File: config.mk
export PLATFORM = sky130hd
export DESIGN_NAME = frame_ram_arbiter
export DESIGN_NICKNAME = d
export VERILOG_FILES = /design/src/rtl/frame_ram_pkg.sv /design/src/rtl/frame_ram_read_pipe.sv /design/src/rtl/frame_ram_arbiter.sv
export SDC_FILE = /design/constraint.sdc
export NUM_CORES = 1
export LEC_CHECK = 0
export CORE_UTILIZATION = 42
export CTS_BUF_LIST = sky130_fd_sc_hd__clkbuf_8
export DETAILED_ROUTE_END_ITERATION = 10
export HOLD_SLACK_MARGIN = 0.12
export PLACE_DENSITY = 0.81
export SLEW_MARGIN = 20
export SYNTH_ARGS = -nofsm -noshare
export SYNTH_HDL_FRONTEND = slang
export SYNTH_SLANG_ARGS = --single-unit
File: constraint.sdc
create_clock -name clk -period 1.6 [get_ports clk]
set_input_delay 0.16 -clock clk [delete_from_list [all_inputs] [get_ports clk]]
set_output_delay 0.16 -clock clk [all_outputs]
set_load 0.02 [all_outputs]
File: src/rtl/frame_ram_pkg.sv
// Shared constants and state encoding for the 128x64 mono frame RAM arbiter.
package frame_ram_pkg;

    localparam int DEFAULT_ADDR_WIDTH = 11;
    localparam int DEFAULT_DEPTH      = 1024;
    localparam int DEFAULT_DATA_WIDTH = 8;
    localparam int OLED_COLUMNS       = 128;
    localparam int OLED_PAGES         = 8;

    typedef enum logic {
        IDLE = 1'b0,
        FILL = 1'b1
    } fill_state_t;

endpackage

File: src/rtl/frame_ram_read_pipe.sv
// Two-stage valid/out-of-range tracker that returns VGA read data two edges after the request.
module frame_ram_read_pipe
    import frame_ram_pkg::*;
#(
    parameter int DATA_WIDTH = DEFAULT_DATA_WIDTH
) (
    input  logic                  clk,
    input  logic                  rst,
    input  logic                  request,
    input  logic                  out_of_range,
    input  logic [DATA_WIDTH-1:0] read_data,
    output logic [DATA_WIDTH-1:0] data,
    output logic                  valid
);

    logic [1:0] valid_sr;
    logic [1:0] oor_sr;

    // RAM data for a request at edge k is on read_data during the cycle after edge k+1.
    always_ff @(posedge clk or posedge rst) begin
        if (rst) begin
            valid_sr <= '0;
            oor_sr   <= '0;
            valid    <= 1'b0;
            data     <= '0;
        end else begin
            valid_sr <= {valid_sr[0], request};
            oor_sr   <= {oor_sr[0], out_of_range};
            valid    <= valid_sr[1];
            data     <= (valid_sr[1] && !oor_sr[1]) ? read_data : '0;
        end
    end

endmodule

File: src/rtl/frame_ram_arbiter.sv
// Single-port frame RAM arbiter: VGA read > fill write > host write, one access per clock.
module frame_ram_arbiter
    import frame_ram_pkg::*;
#(
    parameter int ADDR_WIDTH = DEFAULT_ADDR_WIDTH,
    parameter int DEPTH      = DEFAULT_DEPTH,
    parameter int DATA_WIDTH = DEFAULT_DATA_WIDTH
) (
    input  logic                  clk,
    input  logic                  rst,
    input  logic                  vga_request,
    input  logic [ADDR_WIDTH-1:0] vga_address,
    output logic [DATA_WIDTH-1:0] vga_data,
    output logic                  vga_valid,
    input  logic                  host_valid,
    input  logic [ADDR_WIDTH-1:0] host_address,
    input  logic [DATA_WIDTH-1:0] host_data,
    output logic                  host_ready,
    input  logic                  fill_start,
    input  logic [DATA_WIDTH-1:0] fill_pattern,
    output logic                  fill_busy,
    output logic                  fill_done,
    output logic [ADDR_WIDTH-1:0] ram_address,
    output logic [DATA_WIDTH-1:0] ram_write_data,
    output logic                  ram_write_enable,
    input  logic [DATA_WIDTH-1:0] ram_read_data
);

    localparam logic [ADDR_WIDTH-1:0] DEPTH_A = ADDR_WIDTH'(DEPTH);
    localparam logic [ADDR_WIDTH-1:0] LAST_A  = ADDR_WIDTH'(DEPTH - 1);

    fill_state_t           state, state_next;
    logic [ADDR_WIDTH-1:0] count, count_next;
    logic [DATA_WIDTH-1:0] pattern, pattern_next;
    logic [ADDR_WIDTH-1:0] address_next;
    logic [DATA_WIDTH-1:0] wdata_next;
    logic                  we_next;
    logic                  busy_next;
    logic                  done_next;

    assign host_ready = !rst && !vga_request && (state == IDLE) && !fill_start;

    always_ff @(posedge clk or posedge rst) begin
        if (rst) begin
            state            <= IDLE;
            count            <= '0;
            pattern          <= '0;
            ram_address      <= '0;
            ram_write_data   <= '0;
            ram_write_enable <= 1'b0;
            fill_busy        <= 1'b0;
            fill_done        <= 1'b0;
        end else begin
            state            <= state_next;
            count            <= count_next;
            pattern          <= pattern_next;
            ram_address      <= address_next;
            ram_write_data   <= wdata_next;
            ram_write_enable <= we_next;
            fill_busy        <= busy_next;
            fill_done        <= done_next;
        end
    end

    always_comb begin
        state_next   = state;
        count_next   = count;
        pattern_next = pattern;
        address_next = ram_address;
        wdata_next   = ram_write_data;
        we_next      = 1'b0;
        busy_next    = fill_busy;
        done_next    = 1'b0;

        if (vga_request) begin
            address_next = vga_address;
        end

        case (state)
            IDLE: begin
                if (fill_start) begin
                    state_next   = FILL;
                    pattern_next = fill_pattern;
                    count_next   = '0;
                    busy_next    = 1'b1;
                end else if (host_valid && host_ready && (host_address < DEPTH_A)) begin
                    // Out-of-range host writes complete the handshake but never touch the RAM.
                    address_next = host_address;
                    wdata_next   = host_data;
                    we_next      = 1'b1;
                end
            end
            FILL: begin
                if (!vga_request) begin
                    address_next = count;
                    wdata_next   = pattern;
                    we_next      = 1'b1;
                    if (count == LAST_A) begin
                        state_next = IDLE;
                        busy_next  = 1'b0;
                        done_next  = 1'b1;
                    end else begin
                        count_next = count + ADDR_WIDTH'(1);
                    end
                end
            end
            default: state_next = IDLE;
        endcase
    end

    frame_ram_read_pipe #(
        .DATA_WIDTH(DATA_WIDTH)
    ) u_read_pipe (
        .clk         (clk),
        .rst         (rst),
        .request     (vga_request),
        .out_of_range(vga_address >= DEPTH_A),
        .read_data   (ram_read_data),
        .data        (vga_data),
        .valid       (vga_valid)
    );

endmodule

==> impl_summary.log, run 1 <==
[metrics] result of the run: complete, but fails checks
[metrics] violated checks: negative setup slack
[metrics] largest net degree at the start of global routing: 30
[metrics] count of placed standard cells including taps: roughly 410
[metrics] die outline area: 6120 um2
[metrics] number of clock sinks: 55
[metrics] post-route total power: around 3.7 mW
[metrics] number of synthesized flops with an enable pin: 0
[metrics] drt pass-1 iters: 4
[metrics] cell area after synthesis: about 2400 um2
[metrics] first-iteration detailed-routing DRC count: about 140
[metrics] Antenna Violating Nets Remaining: 0
[metrics] placement-stage worst setup slack: -0.391 ns
[metrics] switching power share of the total: 31.5%
[metrics] clock tree from TritonCTS: built
[metrics] synthesis-to-finish area growth: 53.5%
[metrics] leakage power: ~1.8 nW
[metrics] number of cells traversed by the worst hold path: 1
[metrics] leading area contributor after synthesis: sky130_fd_sc_hd__dfrtp_1
[metrics] RR Endpoint: count[1]
[metrics] final number of setup-violating endpoints: 3
[metrics] hold violation total from the final report: 0
[metrics] detailed-placement wirelength estimate: 4570 um
[metrics] Die Span X: about 78 um
[metrics] share of synthesized registers carrying an async set or reset: between 90% and 100%
[metrics] hold-critical path endpoint: u_read_pipe.oor_sr[0]
[metrics] drt wl/cell: about 15 um
[metrics] proportion of layout cells with a drive suffix above 1: between 10% and 20%
[metrics] capturing element type of the critical path: register
[metrics] post-layout min period: ~1.6 ns
[metrics] Clock Tree Buf Depth: 2
[metrics] fill cell count: 432
[metrics] Clock power frac: 22.4%
[metrics] standard-cell rows: 27
[metrics] Reg2Reg Setup Slack: -0.01 ns
[metrics] power density over the cells: approximately 980 nW/um2
[metrics] Data required, critical path: roughly 1.8 ns
[metrics] chip height: 78.3 um
[metrics] Crit path arrival time: roughly 1.8 ns
[metrics] register clock-pin slew on the reported worst setup and hold paths: 0.11 ns
[metrics] initial antenna violation count: 0
[metrics] share of the clock period used by the worst path: 101%
[metrics] Final Wtd Congestion: between 0.8 and 0.9
[metrics] hold buffers post-CTS: 0
[metrics] highest clock frequency the design can meet: a little over 600 MHz
[metrics] setup TNS after final layout: -0.0188 ns
[metrics] aggregate global-route resource usage: 21.4%
[metrics] synthesized netlist net count: ~290
[metrics] antenna fix cells: 0
[metrics] number of pins exceeding their max-slew limit in the final report: 0
[metrics] worst min-delay path class: in -> reg
[metrics] Avg Vias per Cell: slightly above 5
[metrics] final WL: approximately 6400 um
[metrics] actual slew at the worst max-slew pin: approximately 0.41 ns
[metrics] net switching power figure: between 1 and 1.5 mW
[metrics] via count: around 2200
[metrics] cell area reported after detailed placement: roughly 3600 um2
[metrics] remaining global-route overflow: 0
[metrics] filler-free cell count of the finished design: roughly 420
[metrics] Std-Cell Core Area: about 5500 um2
[metrics] number of ports placed on the die boundary: 83
[metrics] reg2reg start: count[1]
[metrics] combinational share of power: around a third
[metrics] number of buffers created by CTS: 5
[metrics] average cell area after synthesis: approximately 10 um2
[metrics] R2R depth: 7
[metrics] hold path start: vga_address[10]
[metrics] Worst slew margin: approximately 72%
[metrics] Final Net Count: roughly 400
[metrics] dominant register cell in the synthesized netlist: sky130_fd_sc_hd__dfrtp_1
[metrics] max-cap check violation count: 0
[metrics] via count of the first global-routing pass: roughly 2200
[metrics] flip-flop and latch count after synthesis: between 50 and 60
[metrics] portion of the post-synthesis area used by sequential elements: 56.4%
[metrics] DRC errors left: 0
[metrics] worst-case vdd ir drop: 0.598 mV
[metrics] cell-internal power: 2.53 mW
[metrics] largest cells by area after synthesis: sky130_fd_sc_hd__dfrtp_1 56%, sky130_fd_sc_hd__mux2i_1 9.0%, sky130_fd_sc_hd__nand2_1 6.5%
[metrics] htree depth: 2
[metrics] RSZ-0062 raised after global routing: yes
[metrics] Setup WS post-layout: -0.00960 ns
[metrics] final cell area excluding filler cells: approximately 3700 um2
[metrics] global-route wire length before repair: 10200 um
[metrics] top-area cell type share of the netlist area: between 50% and 60%
[metrics] critical-path maximum fanout: 3
[metrics] crit path launch type: register
[metrics] Clock Root Buffer: sky130_fd_sc_hd__clkbuf_8
[metrics] Skew-Pair Late Insertion Delay: about 0.32 ns
[metrics] power share of the sequential group: 46.1%
[metrics] warning count from the yosys run: 0
[metrics] worst clock skew: 0.00830 ns
[metrics] synthesized instance count: ~230
[metrics] type of the worst setup path: reg -> reg
[metrics] effective utilization at floorplan: around 44%
[metrics] count of cell types in the netlist: 36
[metrics] I/O Buffers: between 80 and 90
==> cell usage after synthesis, types with 2 or more instances <==
library cell               count
sky130_fd_sc_hd__a21oi_1       6
sky130_fd_sc_hd__nor3_1        5
sky130_fd_sc_hd__mux2i_1      22
sky130_fd_sc_hd__nand3_1       2
sky130_fd_sc_hd__nand2b_1      2
sky130_fd_sc_hd__inv_1         5
sky130_fd_sc_hd__and2_1        8
sky130_fd_sc_hd__o211ai_1      2
sky130_fd_sc_hd__o21ai_0      20
sky130_fd_sc_hd__o31ai_1       3
sky130_fd_sc_hd__nor2_1        9
sky130_fd_sc_hd__and2b_1       4
sky130_fd_sc_hd__clkbuf_1      9
sky130_fd_sc_hd__nand2_1      42
sky130_fd_sc_hd__a22oi_1      10
sky130_fd_sc_hd__nor4_1        2
sky130_fd_sc_hd__nor2b_1       9
sky130_fd_sc_hd__dfrtp_1      55
sky130_fd_sc_hd__buf_2         2
==> sequential cells by signal, summed over array words and instances (netlist names) <==
register              cells
count                    11
ram_write_data            8
u_read_pipe.data          8
u_read_pipe.valid_sr      2
u_read_pipe.oor_sr        2
pattern                   8
fill_busy                 1
fill_done                 1
u_read_pipe.valid         1
ram_write_enable          1
state                     1
ram_address              11
==> metrics by stage <==
stage / hold WS (ns) / utilization [%]
floorplan: 0.191 / -
global placement: 0.332 / 64.5
detailed placement: 0.335 / 64.5
CTS: 0.337 / 67.0
global route: 0.345 / 67.7
finish: 0.341 / 67.7
==> kinds of logic after synthesis <==
| group | after synthesis | share of synthesized area (%) |
|---|---|---|
| compound gates | 46 | 11.6 |
| fa+ha+maj | 1 | 0.512 |
| buf+inv | 18 | 3.18 |
| flops | 55 | 56.4 |
| mux | 22 | 9.02 |
| simple gates | 92 | 19.4 |
==> final cells by class <==
class / instances / area [um2] / area share [%]
Clock buffer: 5 / 68.8 / 1.84
Inverter: 5 / 18.8 / 0.501
Sequential cell: 55 / 1380 / 36.7
Clock inverter: 3 / 27.5 / 0.734
Multi-Input combinational cell: 161 / 1040 / 27.7
Tap cell: 72 / 90.1 / 2.40
Timing Repair Buffer: 123 / 1130 / 30.1
==> repair_timing <==
action	CTS	global route
endpoints found under the setup margin	17	17
pin swaps	3	6
gates cloned	0	0
setup buffers	4	1
resized for setup	6	12
==> placed cells by master, fill, tap and decap left out, types with 2 or more instances in the layout <==
master and n:
sky130_fd_sc_hd__buf_4 39, sky130_fd_sc_hd__or3_4 2, sky130_fd_sc_hd__o31ai_1 3, sky130_fd_sc_hd__inv_1 3
sky130_fd_sc_hd__o21ai_0 19, sky130_fd_sc_hd__nor2b_1 9, sky130_fd_sc_hd__nand3_1 2, sky130_fd_sc_hd__clkdlybuf4s50_1 80
sky130_fd_sc_hd__a21oi_1 6, sky130_fd_sc_hd__mux2i_1 22, sky130_fd_sc_hd__nor2_1 7, sky130_fd_sc_hd__buf_6 2
sky130_fd_sc_hd__dfrtp_1 54, sky130_fd_sc_hd__nand2_1 41, sky130_fd_sc_hd__nor2_2 2, sky130_fd_sc_hd__and2_1 8
sky130_fd_sc_hd__clkbuf_8 5, sky130_fd_sc_hd__inv_2 2, sky130_fd_sc_hd__a22oi_1 10, sky130_fd_sc_hd__and2b_1 4
sky130_fd_sc_hd__o211ai_1 2, sky130_fd_sc_hd__nor3_1 4, sky130_fd_sc_hd__nand2b_1 2
==> layer usage <==
layer  wire length, um  global-route usage, %  part of all wire [%]  up-vias
met2              3130                   36.1                    49       71
met5                 0                      0                     0        -
met4               193                   8.89                   3.0        0
met1              2740                   26.8                    43     1066
li1                  -                      -                     -     1041
met3               292                   3.95                   4.6       19
==> power groups by stage <==
stage / combinational, mW / clock (mW) / sequential [mW]
after global placement: 1.05 / 0 / 1.71
after global routing: 1.26 / 0.888 / 1.73
after detailed placement: 1.09 / 0 / 1.72
after floorplan: 0.357 / 0 / 1.86
after CTS: 1.13 / 0.829 / 1.69
final: 1.16 / 0.826 / 1.70
==> worst max-delay path: stages, from the launching register on <==
cell and delay, ns:
sky130_fd_sc_hd__dfrtp_1 0.40, sky130_fd_sc_hd__ha_2 0.21, sky130_fd_sc_hd__buf_4 0.12, sky130_fd_sc_hd__inv_2 0.04
sky130_fd_sc_hd__nor4b_1 0.36, sky130_fd_sc_hd__buf_4 0.19, sky130_fd_sc_hd__nor2_1 0.07, sky130_fd_sc_hd__mux2i_1 0.12
==> worst max path at each step <==
stage           startpoint  slack [ns]  endpoint
2_1_floorplan     count[0]      -0.004  count[8]
3_3_place_gp   vga_request       -0.36  count[7]
3_5_place_dp   vga_request       -0.39  count[9]
4_1_cts           count[0]      -0.004  count[6]
5_1_grt           count[0]       -0.04  count[6]
6_report          count[1]       -0.01  count[1]
Power figures use the tool's default switching activity.
==> run 2: changes to the inputs <==
--- a/config.mk
+++ b/config.mk
@@ -8,8 +8,10 @@
 export CORE_UTILIZATION = 42
 export CTS_BUF_LIST = sky130_fd_sc_hd__clkbuf_8
 export DETAILED_ROUTE_END_ITERATION = 10
+export GPL_TIMING_DRIVEN = 0
 export HOLD_SLACK_MARGIN = 0.12
 export PLACE_DENSITY = 0.81
+export SETUP_SLACK_MARGIN = 0.5
 export SLEW_MARGIN = 20
 export SYNTH_ARGS = -nofsm -noshare
 export SYNTH_HDL_FRONTEND = slang
==> run 2 against run 1 <==
Against the previous run: the flow still finishes with violations (negative setup slack); via count is 13% higher; hold slack worse by 0.24 ns; critical path depth stayed put; largest cell class unchanged; final area is 11% higher.
==> impl_summary.log, run 2 (synthesized netlist as in run 1, its figures left out) <==
[metrics] number of buffers created by CTS: 5
[metrics] via count of the first global-routing pass: 2444
[metrics] Crit path arrival time: ~1.9 ns
[metrics] Clock Tree Buf Depth: 2
[metrics] register clock-pin slew on the reported worst setup and hold paths: 0.11 ns
[metrics] post-layout min period: around 1.7 ns
[metrics] I/O Buffers: slightly above 80
[metrics] Data required, critical path: about 1.8 ns
[metrics] Skew-Pair Late Insertion Delay: between 0.3 and 0.4 ns
[metrics] setup TNS after final layout: -0.305 ns
[metrics] worst clock skew: approximately 0.012 ns
[metrics] Antenna Violating Nets Remaining: 0
[metrics] Std-Cell Core Area: ~5500 um2
[metrics] first-iteration detailed-routing DRC count: approximately 150
[metrics] power density over the cells: 946 nW/um2
[metrics] crit path launch type: register
[metrics] RSZ-0062 raised after global routing: yes
[metrics] worst-case vdd ir drop: 0.586 mV
[metrics] highest clock frequency the design can meet: between 500 and 600 MHz
[metrics] post-route total power: 3.93 mW
[metrics] number of clock sinks: 55
[metrics] final number of setup-violating endpoints: 6
[metrics] drt pass-1 iters: 4
[metrics] Worst slew margin: ~70%
[metrics] drt wl/cell: 21.7 um
[metrics] Die Span X: ~78 um
[metrics] leakage power: 2.04 nW
[metrics] Clock Root Buffer: sky130_fd_sc_hd__clkbuf_8
[metrics] Final Wtd Congestion: roughly 0.83
[metrics] largest net degree at the start of global routing: 23
[metrics] clock tree from TritonCTS: built
[metrics] type of the worst setup path: reg -> reg
[metrics] fill cell count: approximately 330
[metrics] worst min-delay path class: in -> async
[metrics] proportion of layout cells with a drive suffix above 1: between 40 and 50%
[metrics] Avg Vias per Cell: 5.79
[metrics] remaining global-route overflow: 0
[metrics] actual slew at the worst max-slew pin: about 0.45 ns
[metrics] global-route wire length before repair: between 10000 and 15000 um
[metrics] DRC errors left: 0
[metrics] detailed-placement wirelength estimate: about 4600 um
[metrics] number of pins exceeding their max-slew limit in the final report: 0
[metrics] hold violation total from the final report: 0
[metrics] violated checks: negative setup slack
[metrics] number of ports placed on the die boundary: just over 80
[metrics] critical-path maximum fanout: 5
[metrics] largest registers: count (11), ram_address (11)
[metrics] stage delay of the slowest cell on the critical path: 0.38 ns
[metrics] chip height: around 78 um
[metrics] worst-path cell with the longest stage delay: sky130_fd_sc_hd__dfrtp_1
[metrics] final WL: roughly 9300 um
[metrics] via count: between 2000 and 2500
[metrics] Reg2Reg Setup Slack: -0.14 ns
[metrics] share of the clock period used by the worst path: 109%
[metrics] die outline area: ~6100 um2
[metrics] Setup WS post-layout: -0.137 ns
[metrics] initial antenna violation count: 0
[metrics] Final Net Count: roughly 410
[metrics] synthesis-to-finish area growth: 70.2%
[metrics] htree depth: 2
[metrics] cell occurring most often along the worst timing path: sky130_fd_sc_hd__buf_6
[metrics] standard-cell rows: 27
[metrics] result of the run: complete, but fails checks
[metrics] capturing element type of the critical path: register
[metrics] commonest non-fill, non-tap cell in the layout: sky130_fd_sc_hd__dfrtp_1
[metrics] effective utilization at floorplan: between 40% and 50%
[metrics] max-cap check violation count: 0
[metrics] critical path cell sequence: buf_6 > buf_6 > buf_8 > nor2b_4 > nand4_1 > o211ai_1 > o31ai_1
[metrics] antenna fix cells: 0
[metrics] most frequent cells in the layout: 49 x sky130_fd_sc_hd__dfrtp_1, 46 x sky130_fd_sc_hd__clkdlybuf4s50_1, 28 x sky130_fd_sc_hd__buf_2
[metrics] aggregate global-route resource usage: a little over a quarter
## run 2: cell types whose count changed in the layout (fill, tap and decap cells not counted), sizes merged
cell / before / now
buf: 41 / 70
clkbuf: 6 / 12
clkdlybuf4s50: 80 / 46
clkinv: 0 / 2
dlygate4sd2: 1 / 4
inv: 7 / 5
nand2: 42 / 43
## run 2: final cells by class
cell class	instances	area [um2]	share of cell area (%)
inverters	5	22.5	0.542
well taps	72	90.1	2.17
flip-flops and latches	55	1380	33.3
multi-input cells	162	1360	32.6
clock buffers	5	68.8	1.66
plain buffers	13	181	4.36
repair buffers	114	1030	24.8
clock inverters	3	22.5	0.542
## run 2: through the flow
stage	util (%)	std cells	hold slack (ns)	setup WS [ns]	instance area, um2
2_1_floorplan	-	234	0.191	-0.00394	2540
3_3_place_gp	62.3	388	0.334	-0.749	3450
3_5_place_dp	63.3	390	0.335	-0.740	3510
4_1_cts	71.0	421	0.101	-0.0488	3930
5_1_grt	75.0	429	0.127	-0.132	4160
6_report	75.0	429	0.103	-0.137	4160
## run 2: what timing repair did
| item | 4_1_cts | 5_1_grt |
|---|---|---|
| cloned | 5 | 0 |
| buffers inserted | 18 | 8 |
| pin swaps | 12 | 22 |
| gates resized for setup | 190 | 90 |
| endpoints found under the hold margin | 16 | 0 |
| endpoints found under the setup margin | 74 | 56 |
## run 2: where the power goes
part           internal (mW)  switching, mW  total, mW
logic                  0.620          0.699       1.32
registers               1.59          0.218       1.81
clock network          0.315          0.485      0.800
total                   2.53           1.40       3.93
## run 2: worst paths after layout
check	start	end	cells past startpoint
max reg2reg	state	count[3]	7
min in group clk	vga_request	u_read_pipe.valid_sr[0]	1
max in group asynchronous	rst	ram_address[0]	4
min reg2reg	u_read_pipe.oor_sr[0]	u_read_pipe.oor_sr[1]	0
max	state	count[3]	7
min	rst	count[2]	2
## run 2: worst max-delay path, delay by kind of cell, from the launching register on
family | cells | cell delay [ns]
compound gates | 2 | 0.46
buf+inv | 3 | 0.37
flops | 1 | 0.38
simple gates | 2 | 0.39
## run 2: per-layer routing
metal / GRT usage [%] / share of wire (%) / vias up
met5: 0 / 0 / -
met4: 13.5 / 5.2 / 0
met3: 4.65 / 5.1 / 45
met2: 45.4 / 51 / 125
met1: 31.6 / 39 / 1256
li1: - / - / 1059
==> run 3: changes to the inputs <==
--- a/config.mk
+++ b/config.mk
@@ -5,12 +5,13 @@
 export SDC_FILE = /design/constraint.sdc
 export NUM_CORES = 1
 export LEC_CHECK = 0
-export CORE_UTILIZATION = 42
+export CORE_UTILIZATION = 50
 export CTS_BUF_LIST = sky130_fd_sc_hd__clkbuf_8
 export DETAILED_ROUTE_END_ITERATION = 10
+export DONT_BUFFER_PORTS = 1
 export GPL_TIMING_DRIVEN = 0
 export HOLD_SLACK_MARGIN = 0.12
-export PLACE_DENSITY = 0.81
+export PLACE_DENSITY = 0.68
 export SETUP_SLACK_MARGIN = 0.5
 export SLEW_MARGIN = 20
 export SYNTH_ARGS = -nofsm -noshare
==> constraint.sdc (replaced) <==
create_clock -name clk -period 1.85 [get_ports clk]
set_input_delay 0.185 -clock clk [delete_from_list [all_inputs] [get_ports clk]]
set_output_delay 0.185 -clock clk [all_outputs]
set_load 0.02 [all_outputs]
==> run 3 against run 2 <==
Against the previous run: combinational power shrank 34%; largest power group unchanged; critical path depth fell by 1; sequential power decreased by 9%; setup slack improved by 0.26 ns; hold slack better by 0.079 ns; highest routed layer unchanged; the flow now finishes without violations; via count decreased by 8.6%; final area is 9.4% lower.
==> impl_summary.log, run 3 (synthesized netlist as in run 1, its figures left out) <==
[metrics] Clock Root Buffer: sky130_fd_sc_hd__clkbuf_8
[metrics] setup TNS after final layout: 0 ns
[metrics] drt pass-1 iters: 4
[metrics] cell area reported after detailed placement: 2570 um2
[metrics] Final Wtd Congestion: 0.875
[metrics] Clock Tree Buf Depth: 2
[metrics] via count: 2272
[metrics] Antenna Violating Nets Remaining: 0
[metrics] Layout Utilization: roughly four fifths
[metrics] highest clock frequency the design can meet: 578 MHz
[metrics] initial antenna violation count: 0
[metrics] RSZ-0062 raised after global routing: yes
[metrics] worst min-delay path class: in -> reg
[metrics] post-layout min period: approximately 1.7 ns
[metrics] antenna fix cells: 0
[metrics] remaining global-route overflow: 0
[metrics] most frequent cells in the layout: 53 x sky130_fd_sc_hd__dfrtp_1, 50 x sky130_fd_sc_hd__dlygate4sd3_1, 38 x sky130_fd_sc_hd__nand2_1
[metrics] I/O Buffers: 0
[metrics] capturing element type of the critical path: register
[metrics] chip height: between 70 and 80 um
[metrics] net switching power figure: approximately 1.1 mW
[metrics] final number of setup-violating endpoints: 0
[metrics] htree depth: 2
[metrics] Clock power frac: a little under a quarter
[metrics] worst-case vdd ir drop: 0.446 mV
[metrics] cell-internal power: 2.13 mW
[metrics] global-route wire length before repair: 10600 um
[metrics] number of clock sinks: 55
[metrics] Std-Cell Core Area: 4720 um2
[metrics] Die Span X: about 72 um
[metrics] largest net degree at the start of global routing: 36
[metrics] hold violation total from the final report: 0
[metrics] synthesis-to-finish area growth: 54.3%
[metrics] Skew-Pair Late Insertion Delay: 0.33 ns
[metrics] aggregate global-route resource usage: a little over a quarter
[metrics] standard-cell rows: 25
[metrics] Avg Vias per Cell: roughly 6
[metrics] critical-path maximum fanout: 2
[metrics] final WL: between 8000 and 9000 um
[metrics] Worst slew margin: about two fifths
[metrics] proportion of layout cells with a drive suffix above 1: 28.3%
[metrics] clock tree from TritonCTS: built
[metrics] Crit path arrival time: approximately 2.0 ns
[metrics] effective utilization at floorplan: roughly 52%
[metrics] detailed-placement wirelength estimate: about 3600 um
[metrics] number of pins exceeding their max-slew limit in the final report: 0
[metrics] via count of the first global-routing pass: roughly 2100
[metrics] result of the run: finished, final reports clean
[metrics] critical path cell sequence: buf_4 > buf_6 > nand2_2 > or3_4 > or4_4 > a21oi_2
[metrics] placement-stage worst setup slack: 0.0306 ns
[metrics] power density over the cells: between 800 and 900 nW/um2
[metrics] worst-path cell with the longest stage delay: sky130_fd_sc_hd__dfrtp_1
[metrics] Data required, critical path: around 2.1 ns
[metrics] worst clock skew: between 0.01 and 0.015 ns
[metrics] combinational share of power: between 20% and 30%
[metrics] crit path launch type: register
[metrics] fill cell count: approximately 260
[metrics] number of cells traversed by the worst hold path: 3
[metrics] number of ports placed on the die boundary: 83
[metrics] DRC errors left: 0
[metrics] actual slew at the worst max-slew pin: 0.903 ns
[metrics] Setup WS post-layout: roughly 0.12 ns
[metrics] first-iteration detailed-routing DRC count: 155
[metrics] leakage power: ~1.8 nW
[metrics] R2R depth: 6
[metrics] max-cap check violation count: 0
[metrics] register clock-pin slew on the reported worst setup and hold paths: 0.10 ns
[metrics] commonest non-fill, non-tap cell in the layout: sky130_fd_sc_hd__dfrtp_1
[metrics] largest registers: count (11), ram_address (11)
[metrics] final cell area excluding filler cells: roughly 3800 um2
[metrics] die outline area: just over 5000 um2
[metrics] Final Net Count: between 300 and 400
[metrics] type of the worst setup path: reg -> reg
[metrics] number of buffers created by CTS: 5
[metrics] Hold WS: around 0.18 ns
[metrics] power share of the sequential group: between 50 and 60%
[metrics] share of the clock period used by the worst path: just over 90%
[metrics] switching power share of the total: 34.7%
[metrics] stage delay of the slowest cell on the critical path: 0.43 ns
[metrics] drt wl/cell: 20.8 um
==> run 3: changes by cell type in the layout (fill, tap and decap cells not counted), moves of 11 or more <==
cell,delta
sky130_fd_sc_hd__buf_2,-27
sky130_fd_sc_hd__nand2_1,+20
sky130_fd_sc_hd__dlygate4sd3_1,+50
sky130_fd_sc_hd__nand2_2,-11
sky130_fd_sc_hd__clkdlybuf4s50_1,-46
==> run 3: area by class of cell <==
| cell class | count | area, um2 | share of cell area, % |
|---|---|---|---|
| clock buffers | 6 | 82.6 | 2.19 |
| plain buffers | 13 | 151 | 4.02 |
| clock inverters | 2 | 20.0 | 0.531 |
| inverters | 5 | 22.5 | 0.598 |
| multi-input cells | 162 | 1260 | 33.4 |
| repair buffers | 79 | 769 | 20.4 |
| well taps | 67 | 83.8 | 2.23 |
| flip-flops and latches | 55 | 1380 | 36.6 |
==> run 3: power groups by stage <==
stage | registers, mW | logic (mW) | clock network, mW
after floorplan | 1.61 | 0.313 | 0
after global placement | 1.65 | 0.366 | 0
after detailed placement | 1.66 | 0.387 | 0
after CTS | 1.60 | 0.668 | 0.738
after global routing | 1.65 | 0.936 | 0.779
final | 1.64 | 0.876 | 0.743
==> run 3: final timing paths <==
check | startpoint | end | slack, ns
worst max-delay path | count[1] | count[7] | 0.12
worst min-delay path | fill_start | fill_busy | 0.18
worst max register to register | count[1] | count[7] | 0.12
worst min register to register | u_read_pipe.valid_sr[0] | u_read_pipe.valid_sr[1] | 0.37
max in group asynchronous | rst | count[5] | 0.74
min in group asynchronous | rst | pattern[1] | 0.36
==> run 3: worst max-delay path: cells and delay by family (launching register included) <==
| kind | cells | cell delay, ns |
|---|---|---|
| AOI/OAI and AO/OA | 1 | 0.14 |
| buffers and inverters | 2 | 0.24 |
| DFF | 1 | 0.43 |
| and+or+nand+nor | 3 | 0.84 |
==> run 3: layer usage <==
| layer | global-route usage (%) | vias to the layer above | wire length (um) |
|---|---|---|---|
| met1 | 33.1 | 1143 | 3170 |
| met4 | 12.2 | 0 | 256 |
| li1 | - | 985 | - |
| met2 | 47.0 | 118 | 4130 |
| met5 | 0 | - | 0 |
| met3 | 5.83 | 26 | 543 |
==> run 3: timing repair <==
action | in CTS | in global routing
pin swaps | 8 | 15
resized for setup | 39 | 63
endpoints found under the setup margin | 42 | 43
endpoints found under the hold margin | 58 | 1
setup buffers | 15 | 10
hold buffers | 49 | 1
cloned | 2 | 2
==> run 3: per-stage QoR <==
stage	cells	total power, mW
finish	389	3.26
global route	389	3.37
CTS	376	3.01
detailed placement	302	2.04
global placement	301	2.01
floorplan	234	1.92
